**src/rtl/fmul_seq_pkg.sv**
```systemverilog
// Shared types and sizing for the byte-serial float-multiplier sequencer.
package fmul_seq_pkg;

    localparam int OP_BYTES = 4;
    localparam int WIDTH    = 8 * OP_BYTES;
    localparam int CNT_W    = $clog2(2 * OP_BYTES);

    typedef enum logic [2:0] {
        LOAD,
        ISSUE,
        WAIT,
        FLUSH,
        DRAIN
    } state_t;

endpackage

```
**src/rtl/fmul_timeout_ctr.sv**
```systemverilog
// Wait-cycle counter for the multiplier handshake; flags expiry at TIMEOUT_CYCLES-1.
module fmul_timeout_ctr #(
    parameter int TIMEOUT_CYCLES = 64
) (
    input  logic clk,
    input  logic rst_n,
    input  logic clear,
    input  logic enable,
    output logic expired
);

    localparam logic [7:0] LIMIT = 8'(TIMEOUT_CYCLES - 1);

    logic [7:0] count;

    // Saturates at the limit so a held enable can never wrap back below it.
    always_ff @(posedge clk or negedge rst_n) begin
        if (!rst_n) begin
            count <= '0;
        end else if (clear) begin
            count <= '0;
        end else if (enable && (count != LIMIT)) begin
            count <= count + 8'd1;
        end
    end

    assign expired = (count == LIMIT);

endmodule

```
**src/rtl/fmul_seq_ctrl.sv**
```systemverilog
// Byte-serial sequencer: loads two operands over an 8-bit handshake, issues one
// multiply, waits with a timeout, then streams the product back out MSB-first.
module fmul_seq_ctrl
    import fmul_seq_pkg::*;
#(
    parameter int TIMEOUT_CYCLES = 64
) (
    input  logic             clk,
    input  logic             rst_n,
    input  logic             ena,
    input  logic [7:0]       in_byte,
    input  logic             in_valid,
    output logic             in_ready,
    output logic [7:0]       out_byte,
    output logic             out_valid,
    input  logic             out_ready,
    output logic [WIDTH-1:0] mul_a,
    output logic [WIDTH-1:0] mul_b,
    output logic             mul_start,
    input  logic             mul_done,
    input  logic [WIDTH-1:0] mul_result,
    output logic             mul_clear,
    output logic             busy,
    output logic             err_timeout
);

    localparam logic [CNT_W-1:0] LAST_IN  = CNT_W'(2 * OP_BYTES - 1);
    localparam logic [CNT_W-1:0] LAST_OUT = CNT_W'(OP_BYTES - 1);
    localparam logic [CNT_W-1:0] A_BYTES  = CNT_W'(OP_BYTES);

    state_t           state;
    state_t           next_state;
    logic [CNT_W-1:0] byte_cnt;
    logic [WIDTH-1:0] result;
    logic             accept;
    logic             consume;
    logic             expired;

    assign in_ready  = (state == LOAD) && ena;
    assign out_valid = (state == DRAIN) && ena;
    assign accept    = in_valid && in_ready;
    assign consume   = out_valid && out_ready;
    assign busy      = (state != LOAD);
    assign mul_start = (state == ISSUE);
    assign mul_clear = (state == FLUSH);
    assign out_byte  = result[WIDTH-1 -: 8];

    fmul_timeout_ctr #(
        .TIMEOUT_CYCLES(TIMEOUT_CYCLES)
    ) u_timeout (
        .clk    (clk),
        .rst_n  (rst_n),
        .clear  (state == ISSUE),
        .enable ((state == WAIT) && ena),
        .expired(expired)
    );

    always_ff @(posedge clk or negedge rst_n) begin
        if (!rst_n) begin
            state <= LOAD;
        end else begin
            state <= next_state;
        end
    end

    // A result arriving in the expiry cycle takes priority over the abort.
    always_comb begin
        next_state = state;
        unique case (state)
            LOAD:    if (accept && (byte_cnt == LAST_IN)) next_state = ISSUE;
            ISSUE:   next_state = WAIT;
            WAIT: begin
                if (mul_done) begin
                    next_state = DRAIN;
                end else if (ena && expired) begin
                    next_state = FLUSH;
                end
            end
            FLUSH:   next_state = LOAD;
            DRAIN:   if (consume && (byte_cnt == LAST_OUT)) next_state = LOAD;
            default: next_state = LOAD;
        endcase
    end

    // One byte counter serves both the operand load and the result drain.
    always_ff @(posedge clk or negedge rst_n) begin
        if (!rst_n) begin
            byte_cnt    <= '0;
            mul_a       <= '0;
            mul_b       <= '0;
            result      <= '0;
            err_timeout <= 1'b0;
        end else begin
            unique case (state)
                LOAD: begin
                    if (accept) begin
                        if (byte_cnt == '0) err_timeout <= 1'b0;
                        if (byte_cnt < A_BYTES) begin
                            mul_a <= {mul_a[WIDTH-9:0], in_byte};
                        end else begin
                            mul_b <= {mul_b[WIDTH-9:0], in_byte};
                        end
                        byte_cnt <= (byte_cnt == LAST_IN) ? '0 : byte_cnt + 1'b1;
                    end
                end
                WAIT: begin
                    if (mul_done) result <= mul_result;
                end
                FLUSH: begin
                    err_timeout <= 1'b1;
                    byte_cnt    <= '0;
                end
                DRAIN: begin
                    if (consume) begin
                        result   <= {result[WIDTH-9:0], 8'h00};
                        byte_cnt <= (byte_cnt == LAST_OUT) ? '0 : byte_cnt + 1'b1;
                    end
                end
                default: ;
            endcase
        end
    end

endmodule

```
**config.mk**
```make
export PLATFORM = sky130hd
export DESIGN_NAME = fmul_seq_ctrl
export DESIGN_NICKNAME = d
export VERILOG_FILES = /design/src/rtl/fmul_seq_pkg.sv /design/src/rtl/fmul_timeout_ctr.sv /design/src/rtl/fmul_seq_ctrl.sv
export SDC_FILE = /design/constraint.sdc
export NUM_CORES = 1
export LEC_CHECK = 0
export ABC_AREA = 1
export BUFFER_PORTS_ARGS = -buffer_cell sky130_fd_sc_hd__buf_2
export CORE_MARGIN = 2
export CORE_UTILIZATION = 48
export DETAILED_ROUTE_END_ITERATION = 7
export HOLD_SLACK_MARGIN = 0.05
export PLACE_DENSITY_LB_ADDON = 0.12
export SYNTH_ARGS = -nofsm -noshare
export SYNTH_HDL_FRONTEND = slang
export SYNTH_SLANG_ARGS = --single-unit
```
**constraint.sdc**
```tcl
create_clock -name clk -period 1.8 [get_ports clk]
set_clock_uncertainty 0.05 [all_clocks]
set_input_delay 0.36 -clock clk [delete_from_list [all_inputs] [get_ports clk]]
set_output_delay 0.36 -clock clk [all_outputs]
set_load 0.05 [all_outputs]
```
==> results.cfg, run 1 <==
[run_status]
status = complete, but fails checks
failed_checks = setup timing

[setup_path]
crit_top_cell = nor2_4
slowest_stage = dfrtp_2
cp-start-kind = flop
path_cells = nor2_4, nand2_4, nor2_4, buf_8
cp_data_required_time_ns = 1.39
worstSetupPathType = reg2out
slowest_delay_ns = 0.44
worst-path-buf-inv = 1
crit_family = flip-flops
path_max_fanout = 3
cp-end-kind = output pin
arrival_ns = 1.39

[cells_and_area]
utilization_pct = 60.7
final-instance-count-excl-fill = 902
drive_above_1_share_pct = 24.4
postLayoutCellArea_um2 = 6240
area_delta_synth_final_pct = 23.2
finish.net_count = 813
insertedDiodeCount = 0

[sta]
layout_worst_path_cycle_share_pct = 100
hold_viol_final = 0
whs_ns = 0.185
period_minus_slack_ns = 1.80
fmax_mhz = 554
layout_setup_ws_ns = -0.00481
setup_violations = 1
tightest_slew_ns = 0.448
maxSlewViolCount = 0
grt_setup_unrepaired = yes
relSlewSlack_pct = 70.1
setup_tns_ns = -0.00481

[clocking]
numCtsBuffers = 9
clock_latency_ns = 0.37
root_buffer = clkbuf_8
cts.sinks = 111
clk_pin_slew_ns = 0.10
clockBufferDepth = 2
h-tree-depth = 3
cts_tree = yes

[synth]
synth.cell_area_um2 = 5060
synth_flop_cell = dfrtp_1
yosysTopAreaCellShare_pct = 54.8
async_flop_share_pct = 100
ys_top_cells_by_count = nand2_1, dfrtp_1, nand3_1
avgSynthCellArea_um2 = 8.00
ys_seq_area_share_pct = 54.8
yosysTopAreaCell = dfrtp_1
yosys.cell_types.count = 21
yosys_warnings = 0
ys_seq_elements = 111
ys_top_cells_by_area = dfrtp_1, nand2_1, nand3_1, inv_1, o21ai_1
synth_fp_nets = 685
synthCells = 633
yosysMostFrequentCell = nand2_1
synth_edf_count = 0

[floorplan]
dieHeight_um = 107
rows = 37
io_pins = 124
die_width_um = 107
initial_core_util_pct = 49.3
core_um2 = 10300
dieArea_um2 = 11400

[placed_design]
dpl-instance-area_um2 = 5880
routabilityCongestion = 0.870
io_buffer_count = 123
placedCellCount = 875
dp_hpwl_mm = 7.98

[drt]
routed_wl_mm = 11.9
drc = 0
firstDrtPassIters = 5
vias = 4369
drt_iter0_drc = 231
ant_nets = 0
via_per_inst = 4.84
wl_per_cell_um = 13.2

[global_routing]
grt_pass1_vias = 4102
grtUsageTotal_pct = 21.5
grt_max_degree = 41
overflow = 0
grt_pass1_wl_mm = 19.6
antenna_found_initial = 0

[power_and_ir_drop]
power_leakage_nw = 3.64
ir_drop_mv = 1.26
pwr_density_cell_nw_per_um2 = 2180

[min_path]
hold_path_class = in2reg

[job]
cap_violations = 0
[registers in the layout (all words and copies together) (netlist names)]
| signal | flops |
|---|---|
| byte_cnt | 3 |
| err_timeout | 1 |
| mul_a | 32 |
| mul_b | 32 |
| result | 32 |
| state | 3 |
| u_timeout.count | 8 |
[tightest hold or removal path: cells and delay by family]
kind | cells | cell delay [ns]
compound gates | 1 | 0.06
buf+inv | 2 | 0.15
[placed cells by master, fill, tap and decap left out, types with 4 or more instances in the layout]
cell type	instances
nor2_1	15
o21ai_1	23
buf_2	118
nand2_1	291
buf_12	5
buf_4	24
ha_1	6
clkbuf_8	12
nand4_1	12
inv_2	4
nand3_1	61
o21ai_0	15
inv_1	36
dfrtp_1	110
[logic make-up (layout without fill, tap and decap cells)]
| logic type | Yosys count | after routing | share of synthesized area (%) |
|---|---|---|---|
| fa+ha+maj | 6 | 6 | 1.48 |
| compound gates | 41 | 41 | 4.05 |
| flops | 111 | 111 | 54.8 |
| simple gates | 394 | 394 | 32.3 |
| buf+inv | 79 | 212 | 6.94 |
| xor+xnor | 2 | 2 | 0.346 |
[path summary, 6_finish.rpt]
path                            startpoint           to  slack (ns)  depth (start not counted)
worst min register to register   mul_a[29]    mul_a[29]        0.43                          2
worst max-delay path              state[0]    out_valid      -0.005                          4
max in group asynchronous            rst_n   result[22]        0.72                          3
worst min-delay path            in_byte[4]     mul_a[4]        0.19                          3
min in group asynchronous            rst_n   result[28]        0.40                          2
worst max register to register    state[0]  err_timeout        0.08                          8
[metrics by stage]
stage               total power, mW  setup slack [ns]
floorplan                      9.83            0.0433
global placement               11.5             0.230
detailed placement             11.7             0.189
CTS                            13.4           -0.0158
global route                   14.5           -0.0493
finish                         13.6          -0.00481
[per-layer routing]
layer	vias up	share of wire, %	wire [um]	GRT usage [%]
met1	1991	47	5630	31.3
met2	125	46	5500	33.4
met4	0	1.4	163	6.96
met3	14	5.0	597	3.10
li1	2239	-	-	-
met5	-	0	0	0
[final cells by class]
class | count | area [um2]
timing repair buffer | 154 | 960
multi-input combinational | 443 | 1970
fill | 973 | 4040
inverter | 42 | 160
clock inverter | 4 | 33.8
tap | 136 | 170
sequential | 111 | 2780
clock buffer | 12 | 165
[repair_timing]
item,4_1_cts,5_1_grt
hold buffers,1,0
hold endpoints to repair,25,0
endpoints found under the setup margin,4,4
pin swaps,0,5
resized for setup,14,11
setup buffers,2,8
[power breakdown]
| part | internal [mW] | switching (mW) |
|---|---|---|
| Sequential | 3.59 | 0.741 |
| Combinational | 2.12 | 5.63 |
| Clock | 0.636 | 0.858 |
(Power assumes the default switching activity.)
==> run 2, diff against run 1 <==
--- a/config.mk
+++ b/config.mk
@@ -5,13 +5,13 @@
 export SDC_FILE = /design/constraint.sdc
 export NUM_CORES = 1
 export LEC_CHECK = 0
-export ABC_AREA = 1
 export BUFFER_PORTS_ARGS = -buffer_cell sky130_fd_sc_hd__buf_2
 export CORE_MARGIN = 2
 export CORE_UTILIZATION = 48
 export DETAILED_ROUTE_END_ITERATION = 7
 export HOLD_SLACK_MARGIN = 0.05
 export PLACE_DENSITY_LB_ADDON = 0.12
+export RECOVER_POWER = 100
 export SYNTH_ARGS = -nofsm -noshare
 export SYNTH_HDL_FRONTEND = slang
 export SYNTH_SLANG_ARGS = --single-unit
==> results.cfg, run 2 <==
[run_status]
status = complete, but fails checks
failed_checks = setup timing

[job]
cap_violations = 0

[sta]
maxSlewViolCount = 0
setup_violations = 8
whs_ns = 0.167
layout_worst_path_cycle_share_pct = 108
tightest_slew_ns = 1.06
grt_setup_unrepaired = yes
period_minus_slack_ns = 1.94
relSlewSlack_pct = 29.3
hold_viol_final = 0
layout_setup_ws_ns = -0.135
fmax_mhz = 517

[clocking]
root_buffer = clkbuf_8
clock_latency_ns = 0.37
clockBufferDepth = 2
numCtsBuffers = 9
h-tree-depth = 3
cts.sinks = 111
clk_pin_slew_ns = 0.11
cts_tree = yes

[global_routing]
met3_usage_pct = 3.74
grt_pass1_vias = 3395
grtUsageMet2_pct = 30.6
grtUsageTotal_pct = 19.0
antenna_found_initial = 0
top_usage_layer = met2
overflow = 0
met1_usage_pct = 26.3
grt_pass1_wl_mm = 16.9
grt_max_degree = 47

[setup_path]
arrival_ns = 1.53
cp-end-kind = output pin
worstSetupPathType = reg2out
cp_data_required_time_ns = 1.39
cp-start-kind = flop
path_max_fanout = 5

[floorplan]
dieArea_um2 = 11000
initial_core_util_pct = 49.7
io_pins = 124
die_width_um = 105
dieHeight_um = 105
core_um2 = 9860
rows = 36

[synth]
ys_top_cells_by_area = dfrtp_1, mux2_4, mux2_2, nand2_1, a31oi_1
ys_top_cells_by_count = dfrtp_1, nand2_1, nor2_1
yosysTopAreaCell = dfrtp_1
synth_fp_nets = 461
synth_flop_cell = dfrtp_1
ys_seq_area_share_pct = 56.6
synthCells = 409
yosysMostFrequentCell = dfrtp_1
yosys.cell_types.count = 39
synth_edf_count = 0
async_flop_share_pct = 100
ys_seq_elements = 111
yosysTopAreaCellShare_pct = 56.6
synth.cell_area_um2 = 4900
avgSynthCellArea_um2 = 12.0
yosys_warnings = 0

[cells_and_area]
final_cell_mix = buf_2, dfrtp_1, nand2_1, mux2_2, mux2_4
area_delta_synth_final_pct = 28.0
reg.largest.list = mul_a (32), mul_b (32), result (32)
postLayoutCellArea_um2 = 6280
final_common_cell = buf_2
num-fill-cells = 824
drive_above_1_share_pct = 46.1
finish.net_count = 605

[drt]
drc = 0
vias = 3552
firstDrtPassIters = 4
routed_wl_mm = 11.0
via_per_inst = 5.13
ant_nets = 0
wl_per_cell_um = 15.9
drt_iter0_drc = 140

[placed_design]
dp_hpwl_mm = 7.19
io_buffer_count = 123
routabilityCongestion = 0.849
dpl-instance-area_um2 = 5720

[power_and_ir_drop]
power_leakage_nw = 3.15
total_power_mw = 12.7
pwr_density_cell_nw_per_um2 = 2020
ir_drop_mv = 1.25

[min_path]
hold_path_class = in2reg
## run 2: cells by family (layout without fill, tap and decap cells)
family | count (synthesis) | after routing | share of synthesized area (%)
muxes | 72 | 72 | 18.6
AOI/OAI and AO/OA | 48 | 48 | 6.33
buffers and inverters | 46 | 195 | 4.92
xor gates and xnor gates | 2 | 2 | 0.357
DFF | 111 | 111 | 56.6
other | 0 | 1 | 0
adders and majority gates | 6 | 6 | 1.53
and+or+nand+nor | 124 | 124 | 11.6
## run 2: final cells by class
class,instances,area (um2),share of cell area [%]
sequential,111,2780,44.3
multi-input combinational,252,1960,31.3
timing repair buffer,163,1120,17.8
tap,133,166,2.65
clock buffer,10,128,2.03
inverter,16,62.6,0.997
clock inverter,6,60.1,0.957
antenna,1,2.50,0.0399
## run 2: stage by stage
step / util, % / instances / TNS, ns / worst slack, ns
floorplan: - / 409 / -0.00149 / -0.00149
global placement: 58.0 / 653 / 0 / 0.0361
detailed placement: 58.0 / 653 / 0 / 0.0223
CTS: 60.8 / 675 / -0.349 / -0.170
global route: 63.6 / 691 / -2.94 / -0.220
finish: 63.6 / 692 / -0.405 / -0.135
## run 2: what timing repair did
item | in CTS | in global routing
buffers inserted | 5 | 11
endpoints found under the hold margin | 15 | 0
endpoints found under the setup margin | 5 | 18
gates cloned | 0 | 5
pin swaps | 3 | 2
resized for setup | 16 | 30
hold buffers | 1 | 0
## run 2: worst paths after layout
kind,from,to,cells after the start,slack [ns]
min reg2reg,mul_b[28],mul_b[28],1,0.45
min in group asynchronous,rst_n,result[11],2,0.64
max in group asynchronous,rst_n,state[2],3,0.20
min,mul_result[4],result[4],3,0.17
max,state[0],out_valid,4,-0.14
max reg2reg,state[1],result[14],8,-0.01
## run 2: critical path: stages, from the launching register on
cell and delay [ns]:
dfrtp_1 0.40, buf_6 0.13, or3b_4 0.38, nor2_4 0.10, buf_8 0.15
## run 2: where the power goes
part / leakage (nW) / switching, mW / internal, mW
sequential: 1.34 / 0.811 / 3.66
combinational: 1.72 / 4.50 / 2.27
clock: 0.0972 / 0.908 / 0.548
total: 3.15 / 6.22 / 6.48
## run 2: metal layers
metal	vias up	part of all wire (%)
met2	101	50
met4	0	1.2
met3	11	4.9
li1	1703	-
met1	1737	44
met5	-	0
